$ cat src/rtl/imem_boot_loader_pkg.sv
// Shared types and sizes for the instruction-memory boot loader.
// The fill value and the default memory geometry live here so the loader and packer agree.
package imem_pkg;

   localparam int          IMEM_ADDR_W = 8;
   localparam int          IMEM_DEPTH  = 1 << IMEM_ADDR_W;
   localparam logic [31:0] NOP_WORD    = 32'h0;

   typedef enum logic [2:0] {
      IDLE,
      LOAD,
      WRITE,
      FILL,
      DONE
   } state_t;

endpackage

$ cat src/rtl/imem_boot_loader_if.sv
// Byte-stream input and instruction-memory write port of the boot loader.
// slave is the loader's view; master is the byte source / memory side.
interface imem_boot_loader_if #(
   parameter int ADDR_W = 8
) ();

   logic              byte_valid;
   logic [7:0]        byte_data;
   logic              byte_ready;
   logic              mem_we;
   logic [ADDR_W-1:0] mem_waddr;
   logic [31:0]       mem_wdata;

   modport master (
      output byte_valid, byte_data,
      input  byte_ready, mem_we, mem_waddr, mem_wdata
   );

   modport slave (
      input  byte_valid, byte_data,
      output byte_ready, mem_we, mem_waddr, mem_wdata
   );

endinterface

$ cat src/rtl/imem_boot_loader_byte_packer.sv
// Packs four bytes into a 32-bit word in either byte order.
// word_ready flags the push that completes a word; clear reloads the fill value.
module imem_byte_packer
   import imem_pkg::*;
#(
   parameter bit BIG_ENDIAN = 1'b1
) (
   input  logic        clk,
   input  logic        rst_n,
   input  logic        push,
   input  logic        clear,
   input  logic [7:0]  data,
   output logic [31:0] word,
   output logic        word_ready
);

   logic [31:0] sr;
   logic [1:0]  idx;

   always_ff @(posedge clk or negedge rst_n) begin
      if (!rst_n) begin
         sr  <= '0;
         idx <= '0;
      end else if (clear) begin
         sr  <= NOP_WORD;
         idx <= '0;
      end else if (push) begin
         // Four pushes fully overwrite the word, so no clear is needed between words.
         if (BIG_ENDIAN)
            sr <= {sr[23:0], data};
         else
            sr <= {data, sr[31:8]};
         idx <= idx + 2'd1;
      end
   end

   assign word       = sr;
   assign word_ready = push && (idx == 2'd3);

endmodule

$ cat src/rtl/imem_boot_loader.sv
// Loads a byte-streamed image into instruction memory, optionally zero-fills the rest,
// and holds the core in reset until the image is complete or aborted.
module imem_boot_loader
   import imem_pkg::*;
#(
   parameter int ADDR_W     = IMEM_ADDR_W,
   parameter bit BIG_ENDIAN = 1'b1,
   parameter bit FILL_NOP   = 1'b1
) (
   input  logic              clk,
   input  logic              rst_n,
   input  logic              start,
   input  logic [ADDR_W:0]   word_count,
   input  logic              abort,
   imem_boot_loader_if.slave bus,
   output logic              cpu_hold,
   output logic              busy,
   output logic              done,
   output logic              err
);

   localparam logic [ADDR_W:0] DEPTH_W = (ADDR_W+1)'(1 << ADDR_W);

   state_t            state;
   state_t            state_nx;
   logic [ADDR_W:0]   count;
   logic [ADDR_W-1:0] ptr;
   logic [ADDR_W:0]   ptr_inc;
   logic              start_ok;
   logic              accept;
   logic              pk_clear;
   logic              word_ready;
   logic [31:0]       pk_word;
   logic              mem_we_q;
   logic              ptr_step;

   assign ptr_inc  = {1'b0, ptr} + (ADDR_W+1)'(1);
   assign start_ok = start && (word_count != '0) && (word_count <= DEPTH_W);
   assign accept   = bus.byte_valid && (state == LOAD);
   // The packer register doubles as the write-data register; clearing it on entry to FILL yields NOP words.
   assign pk_clear = ((state == IDLE) && start_ok) || ((state == WRITE) && (state_nx == FILL));
   assign ptr_step = ((state == WRITE) && ((state_nx == LOAD) || (state_nx == FILL))) ||
                     ((state == FILL) && (state_nx == FILL));

   imem_byte_packer #(.BIG_ENDIAN(BIG_ENDIAN)) u_packer (
      .clk        (clk),
      .rst_n      (rst_n),
      .push       (accept),
      .clear      (pk_clear),
      .data       (bus.byte_data),
      .word       (pk_word),
      .word_ready (word_ready)
   );

   assign bus.byte_ready = (state == LOAD);
   assign bus.mem_we     = mem_we_q;
   assign bus.mem_waddr  = ptr;
   assign bus.mem_wdata  = pk_word;

   always_ff @(posedge clk or negedge rst_n) begin
      if (!rst_n)
         state <= IDLE;
      else
         state <= state_nx;
   end

   always_comb begin
      state_nx = state;
      case (state)
         IDLE:  if (start_ok) state_nx = LOAD;
         LOAD: begin
            if (abort)           state_nx = IDLE;
            else if (word_ready) state_nx = WRITE;
         end
         WRITE: begin
            if (abort)                                  state_nx = IDLE;
            else if (ptr_inc < count)                   state_nx = LOAD;
            else if (FILL_NOP && (count < DEPTH_W))     state_nx = FILL;
            else                                        state_nx = DONE;
         end
         FILL: begin
            if (abort)      state_nx = IDLE;
            else if (&ptr)  state_nx = DONE;
         end
         DONE:    state_nx = IDLE;
         default: state_nx = IDLE;
      endcase
   end

   always_ff @(posedge clk or negedge rst_n) begin
      if (!rst_n) begin
         count    <= '0;
         ptr      <= '0;
         mem_we_q <= 1'b0;
         cpu_hold <= 1'b1;
         busy     <= 1'b0;
         done     <= 1'b0;
         err      <= 1'b0;
      end else begin
         mem_we_q <= (state_nx == WRITE) || (state_nx == FILL);
         busy     <= (state_nx != IDLE);
         done     <= (state_nx == DONE);

         if ((state == IDLE) && start) begin
            err <= !start_ok;
            if (start_ok) begin
               count    <= word_count;
               ptr      <= '0;
               cpu_hold <= 1'b1;
            end
         end else begin
            if (abort && (state inside {LOAD, WRITE, FILL}))
               err <= 1'b1;
            if (ptr_step)
               ptr <= ptr + ADDR_W'(1);
            if (state == DONE)
               cpu_hold <= 1'b0;
         end
      end
   end

endmodule

$ cat src/flat_wrapper.sv
// flat-port wrapper written by rule: the top's interface ports become plain ports
module imem_boot_loader_flat import imem_pkg::*;
#(
   parameter int ADDR_W     = IMEM_ADDR_W,
   parameter bit BIG_ENDIAN = 1'b1,
   parameter bit FILL_NOP   = 1'b1
)
  (clk, rst_n, start, word_count, abort, cpu_hold, busy, done, err, bus_byte_valid, bus_byte_data, bus_byte_ready, bus_mem_we, bus_mem_waddr, bus_mem_wdata);
  imem_boot_loader_if #(.ADDR_W(ADDR_W)) bus_i ();
  input  logic clk;
  input  logic rst_n;
  input  logic start;
  input  logic [ADDR_W:0] word_count;
  input  logic abort;
  output logic cpu_hold;
  output logic busy;
  output logic done;
  output logic err;
  input wire logic [$bits(bus_i.byte_valid)-1:0] bus_byte_valid;
  input wire logic [$bits(bus_i.byte_data)-1:0] bus_byte_data;
  output wire logic [$bits(bus_i.byte_ready)-1:0] bus_byte_ready;
  output wire logic [$bits(bus_i.mem_we)-1:0] bus_mem_we;
  output wire logic [$bits(bus_i.mem_waddr)-1:0] bus_mem_waddr;
  output wire logic [$bits(bus_i.mem_wdata)-1:0] bus_mem_wdata;
  assign bus_i.byte_valid = bus_byte_valid;
  assign bus_i.byte_data = bus_byte_data;
  assign bus_byte_ready = bus_i.byte_ready;
  assign bus_mem_we = bus_i.mem_we;
  assign bus_mem_waddr = bus_i.mem_waddr;
  assign bus_mem_wdata = bus_i.mem_wdata;
  imem_boot_loader #(.ADDR_W(ADDR_W), .BIG_ENDIAN(BIG_ENDIAN), .FILL_NOP(FILL_NOP)) u_core (.clk(clk), .rst_n(rst_n), .start(start), .word_count(word_count), .abort(abort), .bus(bus_i), .cpu_hold(cpu_hold), .busy(busy), .done(done), .err(err));
endmodule
$ cat config.mk
export PLATFORM = sky130hd
export DESIGN_NAME = imem_boot_loader_flat
export DESIGN_NICKNAME = d
export VERILOG_FILES = /design/src/rtl/imem_boot_loader_pkg.sv /design/src/rtl/imem_boot_loader_if.sv /design/src/rtl/imem_boot_loader_byte_packer.sv /design/src/rtl/imem_boot_loader.sv /design/src/flat_wrapper.sv
export SDC_FILE = /design/constraint.sdc
export NUM_CORES = 1
export LEC_CHECK = 0
export BUFFER_PORTS_ARGS = -buffer_cell sky130_fd_sc_hd__buf_2
export CAP_MARGIN = 10
export CORE_AREA = 4 4 92 94
export CTS_CLUSTER_DIAMETER = 80
export DETAILED_ROUTE_END_ITERATION = 10
export DIE_AREA = 0 0 96 98
export GPL_ROUTABILITY_DRIVEN = 0
export MAX_ROUTING_LAYER = met4
export PLACE_DENSITY = 0.6
export SKIP_CTS_REPAIR_TIMING = 1
export SLEW_MARGIN = 20
export SYNTH_ARGS = -nofsm -noshare
export SYNTH_HDL_FRONTEND = slang
export SYNTH_SLANG_ARGS = --single-unit
export TNS_END_PERCENT = 50
$ cat constraint.sdc
create_clock -name clk -period 3.3 [get_ports clk]
set_clock_uncertainty 0.2 [all_clocks]
set_input_delay 0 -clock clk [delete_from_list [all_inputs] [get_ports clk]]
set_output_delay 0 -clock clk [all_outputs]
set_load 0.02 [all_outputs]
==> metrics.cfg <==
[clock_network]
clock-sinks=59
cts_buffer_depth=2
insertion_delay_ps=340
htreeDepth=3
numCtsBuffers=9
cts_tree=yes
cts_root_buffer=clkbuf_8
path_clk_slew_ps=60

[critical_path]
cp_max_fo=10
slowest_delay_ps=410
crit_top_cell=ha_1
critPathArrivalTime_ps=3060
crit_chain=ha_1, nand3_1, o21ai_0, nand2_1, ha_1, nand4_1, nor2_1, a21oi_1, a211oi_4, or2_4, mux2_4
rr_worst_depth=11
r2r_start=u_core.bus.mem_waddr[0]$_DFFE_PN0P_
crit_buf_inv=0
crit_family=compound AO/OA/AOI/OAI gates
criticalPathCategory=reg -> reg
endpoint_kind=register
cp_slowest_cell=a211oi_4
rr_endpoint=u_core.bus.mem_waddr[7]$_DFFE_PN0P_
r2r_slack_ps=250
start_kind=register
cp.required_ps=3320

[job]
cap_violations=0

[power_and_ir_drop]
leakagePower_nw=1.84
peakVddDrop_mv=0.362
pwr-share-clk=0.369
seqPwrFrac=0.434
power_density_mw_per_mm2=542
finalPower_mw=2.02
power_switching_uw=587
comb_power_share=0.197
p_sw_frac=0.290
p_int_mw=1.44

[grt]
gr-max-usage-layer=met2
groute.layer.met3.usage=0.0478
gr-usage-met2=0.235
antenna_found_initial=0
grt_pass1_wl_mm=11.2
grt_pass1_vias=2333
track_usage=0.157
use_met1=0.199
grt_max_degree=35
grt_remaining_overflow=0

[logic_synthesis]
syn_area_mm2=0.00286
yosysTopAreaCellShare=0.507
syn_inst=294
synth_common_cells=nand2_1 (82), dfrtp_1 (58), a21oi_1 (41), inv_1 (11)
syn_area_per_cell_um2=9.74
seq_area_frac_synth=0.516
synth_edf_count=0
yosys.cell_types.count=42
synth_flop_cell=dfrtp_1
synth_top_cells_by_area=dfrtp_1 (51%), nand2_1 (11%), a21oi_1 (7.2%)
synthArstFlopShare=1.00
synth_fp_nets=326
ys_seq_elements=59
synth.most_common_cell=nand2_1
yosys_warnings=0
yosysTopAreaCell=dfrtp_1

[layout]
drive_gt1_frac=0.296
final_nets=419
final_area_mm2=0.00373
n_antenna_cell=0
syn2layout_area_growth_pct=30.4

[timing]
setup_viol=0
drv_slew=0
tightest_slew_ps=806
period_needed_ps=3050
period_share=0.923
clock.fmax_mhz=328
whs_ps=-16.8
finalHoldViolCount=1
slew_headroom=0.455
rsz0062_at_grt=no

[drt]
drtIter0Drc=38
viasPerCell=4.83
wirelength_mm=6.90
drc=0
drtAntennaViolNets=0
wl_per_cell_um=14.0
drt_first_pass_iters=4
via_count=2387

[floorplan]
start_util=0.375
chipHeight_um=98
rows=32
dieArea_mm2=0.00941
core_area_mm2=0.00765
die_x_um=96
io_pins=68

[status]
violations=negative hold slack
outcome=complete, but fails checks

[min_path]
hold_class=in -> reg
hold_path_depth=5
worstHoldEndpoint=u_core.bus.mem_we$_DFF_PN0_
holdCritStartpoint=bus_byte_valid

[place]
dpl_cell_area_mm2=0.00329
hpwl_mm=4.61
portBuffers=67

worst reg2reg max path, cell delays in order (launching register included):
cell      delay (ps)
dfrtp_1          370
ha_1             200
nand3_1          170
o21ai_0          260
nand2_1           80
ha_1             300
nand4_1          100
nor2_1           140
a21oi_1          120
a211oi_4         410
or2_4            270
mux2_4           310
cell usage in the layout, fill, tap and decap left out, drive strengths merged, types with 2 or more instances in the layout:
cell type    instances
nand2               83
buf                 76
dfrtp               58
a21oi               41
dlygate4sd3         21
clkbuf              12
inv                 11
mux2                11
nor2                10
ha                  10
o21ai                6
and2                 6
a211oi               5
nand3                4
xnor2                4
a31o                 3
or4                  3
nand2b               2
nand4                2
o311ai               2
o211ai               2
bufinv               2
nor3                 2
or2                  2
layout make-up:
class,instances,area (um2)
clock inverters,4,72.6
well taps,102,128
repair buffers,97,613
flip-flops and latches,59,1480
multi-input cells,209,1250
inverters,11,41.3
clock buffers,12,155
fillers,737,3910
worst max path at each step:
stage	startpoint	to	slack [ps]	cells past startpoint
2_1_floorplan	u_core.bus.mem_waddr[0]$_DFFE_PN0P_	u_core.bus.mem_waddr[3]$_DFFE_PN0P_	80	12
3_3_place_gp	u_core.bus.mem_waddr[0]$_DFFE_PN0P_	u_core.bus.mem_waddr[7]$_DFFE_PN0P_	20	11
3_5_place_dp	u_core.bus.mem_waddr[0]$_DFFE_PN0P_	u_core.bus.mem_waddr[3]$_DFFE_PN0P_	-50	11
4_1_cts	u_core.bus.mem_waddr[0]$_DFFE_PN0P_	u_core.bus.mem_waddr[7]$_DFFE_PN0P_	-70	11
5_1_grt	u_core.bus.mem_waddr[0]$_DFFE_PN0P_	u_core.state[1]$_DFF_PN0_	20	11
6_report	u_core.bus.mem_waddr[0]$_DFFE_PN0P_	u_core.bus.mem_waddr[7]$_DFFE_PN0P_	250	11
metrics by stage:
step           utilization  worst slack, ps  setup TNS, ps  cells
2_1_floorplan            -             75.6              0    294
3_3_place_gp         0.430             17.7              0    457
3_5_place_dp         0.430            -51.8           -161    457
4_1_cts              0.460            -74.1           -263    473
5_1_grt              0.488             17.8              0    494
6_report             0.488              255              0    494
kinds of logic after synthesis:
group | synth area share
buffers and inverters | 0.0516
and+or+nand+nor | 0.185
AOI/OAI and AO/OA | 0.141
DFF | 0.516
xor gates and xnor gates | 0.0153
adders and majority gates | 0.0437
muxes | 0.0472
per-layer routing:
metal / vias to the layer above / wire [um]
met5: - / 0
met4: 0 / 155
met3: 14 / 405
met2: 61 / 3250
met1: 1136 / 3090
li1: 1176 / -
registers in the layout, indices dropped and copies added (netlist names):
name	count
u_core.u_packer.word	32
u_core.count	9
u_core.bus.mem_waddr	8
u_core.state	3
u_core.u_packer.idx	2
u_core.bus.mem_we	1
u_core.busy	1
u_core.cpu_hold	1
u_core.done	1
u_core.err	1
power groups by stage:
stage | Clock (mW) | Sequential [mW] | Combinational (mW)
after detailed placement | 0 | 0.893 | 0.383
after CTS | 0.776 | 0.880 | 0.385
after floorplan | 0 | 0.942 | 0.194
after global placement | 0 | 0.889 | 0.376
after global routing | 0.812 | 0.892 | 0.447
final | 0.747 | 0.880 | 0.398
No activity file was read; power rests on OpenSTA's default activity.
